===== config.mk =====
export PLATFORM = sky130hd
export DESIGN_NAME = low_fre_period_meter_flat
export DESIGN_NICKNAME = d
export VERILOG_FILES = /design/src/rtl/low_fre_period_meter_pkg.sv /design/src/rtl/low_fre_period_meter_if.sv /design/src/rtl/low_fre_period_meter_edge_sync.sv /design/src/rtl/low_fre_period_meter.sv /design/src/flat_wrapper.sv
export SDC_FILE = /design/constraint.sdc
export NUM_CORES = 1
export LEC_CHECK = 0
export ABC_AREA = 1
export CAP_MARGIN = 20
export CORE_MARGIN = 5
export CORE_UTILIZATION = 42
export DETAILED_ROUTE_END_ITERATION = 12
export GPL_ROUTABILITY_DRIVEN = 0
export GPL_TIMING_DRIVEN = 0
export PLACE_DENSITY = 0.61
export SLEW_MARGIN = 10
export SYNTH_ARGS = -nofsm -noshare
export SYNTH_HDL_FRONTEND = slang
export SYNTH_SLANG_ARGS = --single-unit
export TNS_END_PERCENT = 10

===== constraint.sdc =====
create_clock -name sys_count_clk -period 5.45 [get_ports sys_count_clk]
set_input_delay 1.635 -clock sys_count_clk [delete_from_list [all_inputs] [get_ports sys_count_clk]]
set_output_delay 1.635 -clock sys_count_clk [all_outputs]
set_load 0.01 [all_outputs]

===== src/rtl/low_fre_period_meter_pkg.sv =====
// Package low_fre_pkg: shared encodings for the low-frequency period meter.
//   ST_IDLE / ST_ARM / ST_MEAS   FSM state encoding
//   MODE_PERIOD / MODE_HIGH      values of the mode input
package low_fre_pkg;

  localparam logic [1:0] ST_IDLE = 2'd0;
  localparam logic [1:0] ST_ARM  = 2'd1;
  localparam logic [1:0] ST_MEAS = 2'd2;

  localparam logic MODE_PERIOD = 1'b0;  // rise -> rise
  localparam logic MODE_HIGH   = 1'b1;  // rise -> fall

endpackage


===== src/rtl/low_fre_period_meter_if.sv =====
// Interface bundling the control inputs and result outputs of the period meter.
//   en, mode, f_in_gate                         : driven by the controller (master)
//   result, result_valid, overflow, timeout, busy : driven by the meter (slave)
interface low_fre_period_meter_if #(
  parameter int unsigned CNT_W = 32
);
  logic             en;
  logic             mode;
  logic             f_in_gate;
  logic [CNT_W-1:0] result;
  logic             result_valid;
  logic             overflow;
  logic             timeout;
  logic             busy;

  modport master (
    output en, mode, f_in_gate,
    input  result, result_valid, overflow, timeout, busy
  );

  modport slave (
    input  en, mode, f_in_gate,
    output result, result_valid, overflow, timeout, busy
  );
endinterface


===== src/rtl/low_fre_period_meter_edge_sync.sv =====
// edge_sync_detect: synchronises an asynchronous level into sys_count_clk and
// flags its edges for one cycle.
//   sys_count_clk  in  clock
//   rst            in  synchronous reset, active-high
//   d_async        in  asynchronous input
//   rise / fall    out single-cycle edge flags (combinational from the last two flops)
module edge_sync_detect #(
  parameter int unsigned SYNC_STAGES = 2
) (
  input  logic sys_count_clk,
  input  logic rst,
  input  logic d_async,
  output logic rise,
  output logic fall
);

  logic [SYNC_STAGES-1:0] sync_q;
  logic                   dly_q;

  always_ff @(posedge sys_count_clk) begin
    if (rst) begin
      sync_q <= '0;
      dly_q  <= 1'b0;
    end else begin
      sync_q <= {sync_q[SYNC_STAGES-2:0], d_async};
      dly_q  <= sync_q[SYNC_STAGES-1];
    end
  end

  always_comb begin
    rise = sync_q[SYNC_STAGES-1] & ~dly_q;
    fall = ~sync_q[SYNC_STAGES-1] & dly_q;
  end

endmodule


===== src/rtl/low_fre_period_meter.sv =====
// low_fre_period_meter: counts sys_count_clk cycles between edges of f_in_gate
// (full period or high time), averages 2^AVG_LOG2 samples, saturates on
// overflow and reports a missing input through a timeout result.
//   sys_count_clk  in  reference/count clock
//   rst            in  synchronous reset, active-high
//   bus (slave)        en, mode, f_in_gate in; result, result_valid,
//                      overflow, timeout, busy out
module low_fre_period_meter #(
  parameter int unsigned CNT_W       = 32,
  parameter int unsigned AVG_LOG2    = 0,
  parameter int unsigned SYNC_STAGES = 2,
  parameter int unsigned TIMEOUT     = 50_000_000
) (
  input  logic                  sys_count_clk,
  input  logic                  rst,
  low_fre_period_meter_if.slave bus
);
  import low_fre_pkg::*;

  localparam int unsigned      ACC_W    = CNT_W + AVG_LOG2;
  localparam int unsigned      SMP_W    = AVG_LOG2 + 1;
  localparam logic [CNT_W-1:0] CNT_MAX  = '1;
  localparam logic [SMP_W-1:0] SMP_LAST = SMP_W'((1 << AVG_LOG2) - 1);
  localparam logic [31:0]      TMO_LAST = 32'(TIMEOUT - 1);

  logic [1:0]       state;
  logic             mode_q;
  logic [CNT_W-1:0] cnt;
  logic [ACC_W-1:0] acc;
  logic [SMP_W-1:0] smp_cnt;
  logic             sat_seen;
  logic [31:0]      tmo;

  logic [CNT_W-1:0] result_q;
  logic             valid_q;
  logic             ovf_q;
  logic             tmo_flag_q;

  logic             rise;
  logic             fall;
  logic             close_edge;
  logic [ACC_W-1:0] acc_sum;
  logic [CNT_W-1:0] avg_res;
  logic             sat_next;
  logic [CNT_W-1:0] cnt_inc;

  edge_sync_detect #(.SYNC_STAGES(SYNC_STAGES)) u_sync (
    .sys_count_clk (sys_count_clk),
    .rst           (rst),
    .d_async       (bus.f_in_gate),
    .rise          (rise),
    .fall          (fall)
  );

  // Result is formed from acc plus the sample closing this cycle, so it is
  // ready in the same register update that folds that sample into acc.
  always_comb begin
    close_edge = (mode_q == MODE_PERIOD) ? rise : fall;
    acc_sum    = acc + ACC_W'(cnt);
    avg_res    = CNT_W'(acc_sum >> AVG_LOG2);
    sat_next   = sat_seen | (cnt == CNT_MAX);
    cnt_inc    = (cnt == CNT_MAX) ? cnt : cnt + CNT_W'(1);
  end

  always_ff @(posedge sys_count_clk) begin
    if (rst) begin
      state      <= ST_IDLE;
      mode_q     <= MODE_PERIOD;
      cnt        <= '0;
      acc        <= '0;
      smp_cnt    <= '0;
      sat_seen   <= 1'b0;
      tmo        <= '0;
      result_q   <= '0;
      valid_q    <= 1'b0;
      ovf_q      <= 1'b0;
      tmo_flag_q <= 1'b0;
    end else begin
      valid_q <= 1'b0;
      if (!bus.en) begin
        // Abort: discard partial data, keep the last reported result.
        state    <= ST_IDLE;
        cnt      <= '0;
        acc      <= '0;
        smp_cnt  <= '0;
        sat_seen <= 1'b0;
        tmo      <= '0;
      end else begin
        case (state)
          ST_IDLE: begin
            mode_q <= bus.mode;
            tmo    <= '0;
            state  <= ST_ARM;
          end
          ST_ARM, ST_MEAS: begin
            if (state == ST_ARM && rise) begin
              cnt   <= CNT_W'(1);
              tmo   <= '0;
              state <= ST_MEAS;
            end else if (state == ST_MEAS && close_edge) begin
              tmo <= '0;
              if (smp_cnt == SMP_LAST) begin
                result_q   <= avg_res;
                ovf_q      <= sat_next;
                tmo_flag_q <= 1'b0;
                valid_q    <= 1'b1;
                acc        <= '0;
                smp_cnt    <= '0;
                sat_seen   <= 1'b0;
              end else begin
                acc      <= acc_sum;
                smp_cnt  <= smp_cnt + SMP_W'(1);
                sat_seen <= sat_next;
              end
              // In period mode the closing rise also opens the next period.
              if (mode_q == MODE_PERIOD) cnt <= CNT_W'(1);
              else                       state <= ST_ARM;
            end else if (tmo == TMO_LAST) begin
              result_q   <= '0;
              ovf_q      <= 1'b0;
              tmo_flag_q <= 1'b1;
              valid_q    <= 1'b1;
              acc        <= '0;
              smp_cnt    <= '0;
              sat_seen   <= 1'b0;
              tmo        <= '0;
              state      <= ST_ARM;
            end else begin
              if (state == ST_MEAS) cnt <= cnt_inc;
              tmo <= rise ? '0 : tmo + 32'd1;
            end
          end
          default: state <= ST_IDLE;
        endcase
      end
    end
  end

  assign bus.result       = result_q;
  assign bus.result_valid = valid_q;
  assign bus.overflow     = ovf_q;
  assign bus.timeout      = tmo_flag_q;
  assign bus.busy         = (state != ST_IDLE);

endmodule


===== src/flat_wrapper.sv =====
// flat-port wrapper written by rule: the top's interface ports become plain ports
module low_fre_period_meter_flat import low_fre_pkg::*;
#(
  parameter int unsigned CNT_W       = 32,
  parameter int unsigned AVG_LOG2    = 0,
  parameter int unsigned SYNC_STAGES = 2,
  parameter int unsigned TIMEOUT     = 50_000_000
)
  (sys_count_clk, rst, bus_en, bus_mode, bus_f_in_gate, bus_result, bus_result_valid, bus_overflow, bus_timeout, bus_busy);
  low_fre_period_meter_if #(.CNT_W(CNT_W)) bus_i ();
  input  logic sys_count_clk;
  input  logic rst;
  input wire logic [$bits(bus_i.en)-1:0] bus_en;
  input wire logic [$bits(bus_i.mode)-1:0] bus_mode;
  input wire logic [$bits(bus_i.f_in_gate)-1:0] bus_f_in_gate;
  output wire logic [$bits(bus_i.result)-1:0] bus_result;
  output wire logic [$bits(bus_i.result_valid)-1:0] bus_result_valid;
  output wire logic [$bits(bus_i.overflow)-1:0] bus_overflow;
  output wire logic [$bits(bus_i.timeout)-1:0] bus_timeout;
  output wire logic [$bits(bus_i.busy)-1:0] bus_busy;
  assign bus_i.en = bus_en;
  assign bus_i.mode = bus_mode;
  assign bus_i.f_in_gate = bus_f_in_gate;
  assign bus_result = bus_i.result;
  assign bus_result_valid = bus_i.result_valid;
  assign bus_overflow = bus_i.overflow;
  assign bus_timeout = bus_i.timeout;
  assign bus_busy = bus_i.busy;
  low_fre_period_meter #(.CNT_W(CNT_W), .AVG_LOG2(AVG_LOG2), .SYNC_STAGES(SYNC_STAGES), .TIMEOUT(TIMEOUT)) u_core (.sys_count_clk(sys_count_clk), .rst(rst), .bus(bus_i));
endmodule

=== Word level (Yosys, flattened, before mapping) ===
Cells that the tools add are included.
Widths: inputs -> output; s select.

* Bits in latches: 0
* Output and inout port bits: 36
* Logic and storage cells: 85
* Register bits after elaboration: 139
* Bits of input ports: 5
* ROM bits: 0
* Memories: 0
* Memory bits (writable): 0

* Equal/unequal tests: 10
* Multiplexer cells: 35
* Bitwise gates (word level): 8
* Order comparisons: 0
* Reduce and logical (&&, ||, !) cells: 15
* Divide/modulo/power cells: 0
* Shifts and indexed selects: 0
* $add $sub $neg: 4
* $mul: 0

{| class="wikitable"
|+ Operators with widths
! kind !! count
|-
| $mux 32 || 15
|-
| $add 32x1->32 const B || 2
|-
| $pmux 32 s2 || 1
|-
| $add 32x32->32 || 1
|-
| $eq 32x26->1 const B || 1
|-
| $eq 32x32->1 const B || 1
|-
| $mux 1 || 14
|-
| $reduce_and 5->1 || 2
|-
| $mux 2 || 4
|-
| $ne 3x3->1 const B || 2
|-
| $reduce_bool 2->1 || 3
|-
| $not 1->1 || 5
|-
| $ne 4x1->1 const B || 1
|-
| $ne 4x2->1 const B || 1
|-
| $pmux 2 s2 || 1
|-
| $reduce_and 2->1 || 2
|-
| $reduce_or 2->1 || 2
|-
| $reduce_or 4->1 || 1
|-
| $ne 3x1->1 const B || 1
|-
| $reduce_and 3->1 || 1
|-
| $reduce_bool 3->1 || 1
|-
| $and 1x1->1 || 2
|-
| $eq 2x1->1 const B || 1
|-
| $eq 2x2->1 const B || 1
|-
| other kinds (5) || 6
|}

=== Depth between registers and ports, before layout ===
* Depth in word-level cells: 7
* Gate-level depth with buffers: 15
* Depth with buffers taken out: 13

=== Cells and area by module ===
Synthesis repeated with hierarchy kept, for this count alone.

* Cell total of the unflattened synthesis: 983
* Area total of the unflattened synthesis: 6124.6 sq um

{| class="wikitable"
|+ Modules (own cells, without submodules)
! module !! cells each !! area each (sq um) !! times used !! seq. area each (sq um)
|-
| low_fre_period_meter || 971 || 6030.8 || 1 || 2042.0
|-
| edge_sync_detect || 12 || 93.8 || 1 || 60.1
|}

=== Worst setup path after synthesis ===
No wires, ideal clock.

* Path type: input -> register
* Start: input rst
* End: register u_core.cnt[17]
* Stages: 5
* Path slack: 2.893 ns
* Path buffers: 2
* Arrival: 2.425 ns
* Setup time: 0.132 ns
* Data required time: 5.318 ns
* Cell sequence: inv_1 -> nand2_1 -> clkbuf_1 -> clkbuf_1 -> a21oi_1

* Word-level cells in the longest chain between the ends: 1

{| class="wikitable"
|+ Ends and longest elaborated chain
! item !! RTL line !! text
|-
| start, declared || flat_wrapper.sv:12 || <nowiki>input logic rst;</nowiki>
|-
| $reduce_or 2->1 (no line) || - ||
|-
| end signal, assigned || low_fre_period_meter.sv:129 || <nowiki>if (state == ST_MEAS) cnt <= cnt_inc;</nowiki>
|-
| end, declared || low_fre_period_meter.sv:28 || <nowiki>logic [CNT_W-1:0] cnt;</nowiki>
|}

No other way between the ends.
A chain may end at the register's enable or synchronous reset.

=== Final worst setup path ===
* Start: register u_core.state[1]
* End: output bus_busy

* Word-level cells in the longest chain between the ends: 1

{| class="wikitable"
|+ Ends and longest elaborated chain
! item !! RTL line !! text
|-
| start, declared || low_fre_period_meter.sv:26 || <nowiki>logic [1:0] state;</nowiki>
|-
| start signal, assigned || low_fre_period_meter.sv:67 || <nowiki>state <= ST_IDLE;</nowiki>
|-
| start signal, assigned || low_fre_period_meter.sv:82 || <nowiki>state <= ST_IDLE;</nowiki>
|-
| start signal, assigned || low_fre_period_meter.sv:93 || <nowiki>state <= ST_ARM;</nowiki>
|-
| $reduce_bool 2->1 || low_fre_period_meter.sv:143 || <nowiki>assign bus.busy = (state != ST_IDLE);</nowiki>
|-
| end, declared || flat_wrapper.sv:20 || <nowiki>output wire logic [$bits(bus_i.busy)-1:0] bus_busy;</nowiki>
|}

No other way between the ends.

==> metrics.txt <==
Slew Limit Fails 0; Worst setup EP type output port; TritonCTS sink count ~110; setup TNS 0 ns; CP peak stage delay between 0.5 and 0.6 ns; post-CTS repair timing setup buffer count 0; dpl hpwl about 12000 µm; area occupied by registers between 0.002 and 0.0025 mm²; hold_ws 0.405 ns; core area 0.0138 mm²; Die H between 100 and 150 µm; Die X roughly 130 µm; synthesized area ~0.0059 mm²; syn_nets ~950; initial antenna violation count 0; synthesized flop and latch total 105; Post-Route WL 16000 µm; sequential fraction of the synthesis area between 30% and 40%; switching part of the total power a little under a quarter; DRT iter0 DRCs 483; Gate power share about 3.2%; final setup violation count 0; internal power ~1.1 mW; commonest non-fill, non-tap cell in the layout nand2_1; largest fanout on the critical path 4; HP Class reg -> reg; post-synth cell types 30; Clock Tree Root clkbuf_16; GRT Resource Usage Total a little over 20%; Antenna Cells 0; Post-synth EDFFs 0; Worst Path Buf+Inv 3; # port buffers 40; global-route wire length before repair 27000 µm; Ports 41; synth warn 0; Initial Util a little over two fifths; DRC 0; critical path cell sequence inv_1 -> ha_1 -> inv_1 -> clkdlybuf4s50_1; share of layout cells above drive strength 1 under 10%; leakage 2.36 nW; Slowest-stage cell, CP clkdlybuf4s50_1; Clock power frac 44.9%; Worst setup SP type register; Via Count ~6000; Post-CTS Resized 0; cell repeated most along the worst path inv_1; # fillers between 1500 and 2000; CP required approximately 3.8 ns; sequential power share 51.9%; Die ar. 0.0164 mm²; Slew @ Worst Pin about 0.73 ns; H-Tree Depth 3; post-route antenna net violation count 0; Rel. slew slack 51.0%; fin nets between 1000 and 1500; Worst-path clk slew 0.07 ns; post-DR vias/cell about 5.1; RSZ-0062 raised after global routing false; Mapped Cells 942; DRT Pass-1 Iters 5; Worst Path Arrival approximately 1.6 ns; status finished, final reports clean; minimum clock period after layout between 3 and 4 ns; worst clock skew 0.0124 ns; largest net degree at the start of global routing 19; clk_lat worst skew 0.36 ns; Max Cap Violations 0; CP Class reg -> out; CTS tree built; area of the multi-input gates 0.00329 mm²; final period utilization between 50% and 60%; Post-CTS Hold Fix Bufs 0; area growth from synthesis to layout 15.8%; top_reg_cell synth dfxtp_1; deepest clock path buffer count 2; count of final hold-check violations 0; Max rail drop VDD 0.151 mV; asr flop ratio synth 0%; PwrDens ~220 mW/mm²; vias in the first global route between 5000 and 6000; WL/cell ~14 µm; gr ovfl total 0; P_sw around 340 µW; most frequent cells in the layout 317 x nand2_1, 106 x nor2_1, 105 x dfxtp_1; Avg Inst Size Synth approximately 6.2 µm²; Cell Rows 43; CTS Buf Count 9; highest clock rate ~310 MHz; Crit path max-delay family buffers and inverters
## synth_stat cells (8+ instances only)
| library cell | number | area share [%] |
|---|---|---|
| nand2_1 | 317 | 20 |
| nor2_1 | 106 | 6.8 |
| dfxtp_1 | 105 | 36 |
| nand3_1 | 95 | 8.1 |
| a21oi_1 | 91 | 7.8 |
| inv_1 | 74 | 4.7 |
| nor3_1 | 21 | 1.8 |
| clkbuf_1 | 20 | 1.3 |
| nand4_1 | 17 | 1.8 |
| xor2_1 | 13 | 1.9 |
| buf_2 | 12 | 1.0 |
| o21ai_0 | 9 | 0.77 |
| inv_2 | 8 | 0.51 |
| o21ai_1 | 8 | 0.68 |
## state kept, by name (all words and copies together), names as in the netlist
| signal | count |
|---|---|
| u_core.state | 2 |
| u_core.mode_q | 1 |
| u_core.tmo | 32 |
| u_core.u_sync.dly_q | 1 |
| u_core.bus.result_valid | 1 |
| u_core.bus.timeout | 1 |
| u_core.bus.result | 32 |
| u_core.bus.overflow | 1 |
| u_core.u_sync.sync_q | 2 |
| u_core.cnt | 32 |
## worst min-delay path, cell delays in order, from the launching register on
cell	delay, ns
dfxtp_1	0.30
inv_1	0.04
nor2_1	0.03
## layer usage
layer / up-vias / wire length [µm] / global-route usage [%]
met5: - / 0 / 0
met4: 0 / 278 / 7.05
met2: 140 / 6580 / 29.2
met1: 2700 / 8240 / 31.5
li1: 3126 / - / -
met3: 15 / 910 / 2.46
## worst paths after layout
| path | start | to | slack [ns] | cells past startpoint |
|---|---|---|---|---|
| worst min register to register | u_core.u_sync.sync_q[0] | u_core.u_sync.sync_q[1] | 0.40 | 2 |
| worst max-delay path | u_core.state[1] | bus_busy | 2.18 | 4 |
| worst min-delay path | u_core.u_sync.sync_q[0] | u_core.u_sync.sync_q[1] | 0.40 | 2 |
| worst max register to register | u_core.cnt[0] | u_core.cnt[9] | 3.01 | 11 |
## logic make-up after synthesis
kind of cell    synth area share, %
flops                          35.8
buf+inv                        8.06
compound gates                 10.0
xor+xnor                       2.69
simple gates                   42.1
fa+ha+maj                      1.28
## stage by stage
stage                     std cells  instance area [µm²]  utilization (%)  power, mW  worst slack, ns
after global routing           1178                 6790             49.3       1.54             2.09
after CTS                      1178                 6790             49.3       1.51             2.16
after floorplan                 942                 5860                -      0.817             2.89
final                          1178                 6790             49.3       1.48             2.18
after detailed placement       1162                 6490             47.1      0.836             1.89
after global placement         1162                 6490             47.1      0.836             1.90
## power by group through the flow
stage	Clock (mW)	Sequential [mW]	Combinational, mW
floorplan	0	0.788	0.0291
global placement	0	0.789	0.0473
detailed placement	0	0.789	0.0470
CTS	0.690	0.770	0.0471
global route	0.721	0.771	0.0528
finish	0.666	0.771	0.0472
## layout make-up
cell class              count  share of cell area [%]
well taps                 180                    3.32
multi-input cells         719                    48.4
clock buffers              10                    3.37
inverters                  82                    4.53
flip-flops and latches    105                    30.9
plain buffers              36                    2.43
repair buffers             40                    5.89
clock inverters             6                    1.09
(Power assumes the default switching activity.)
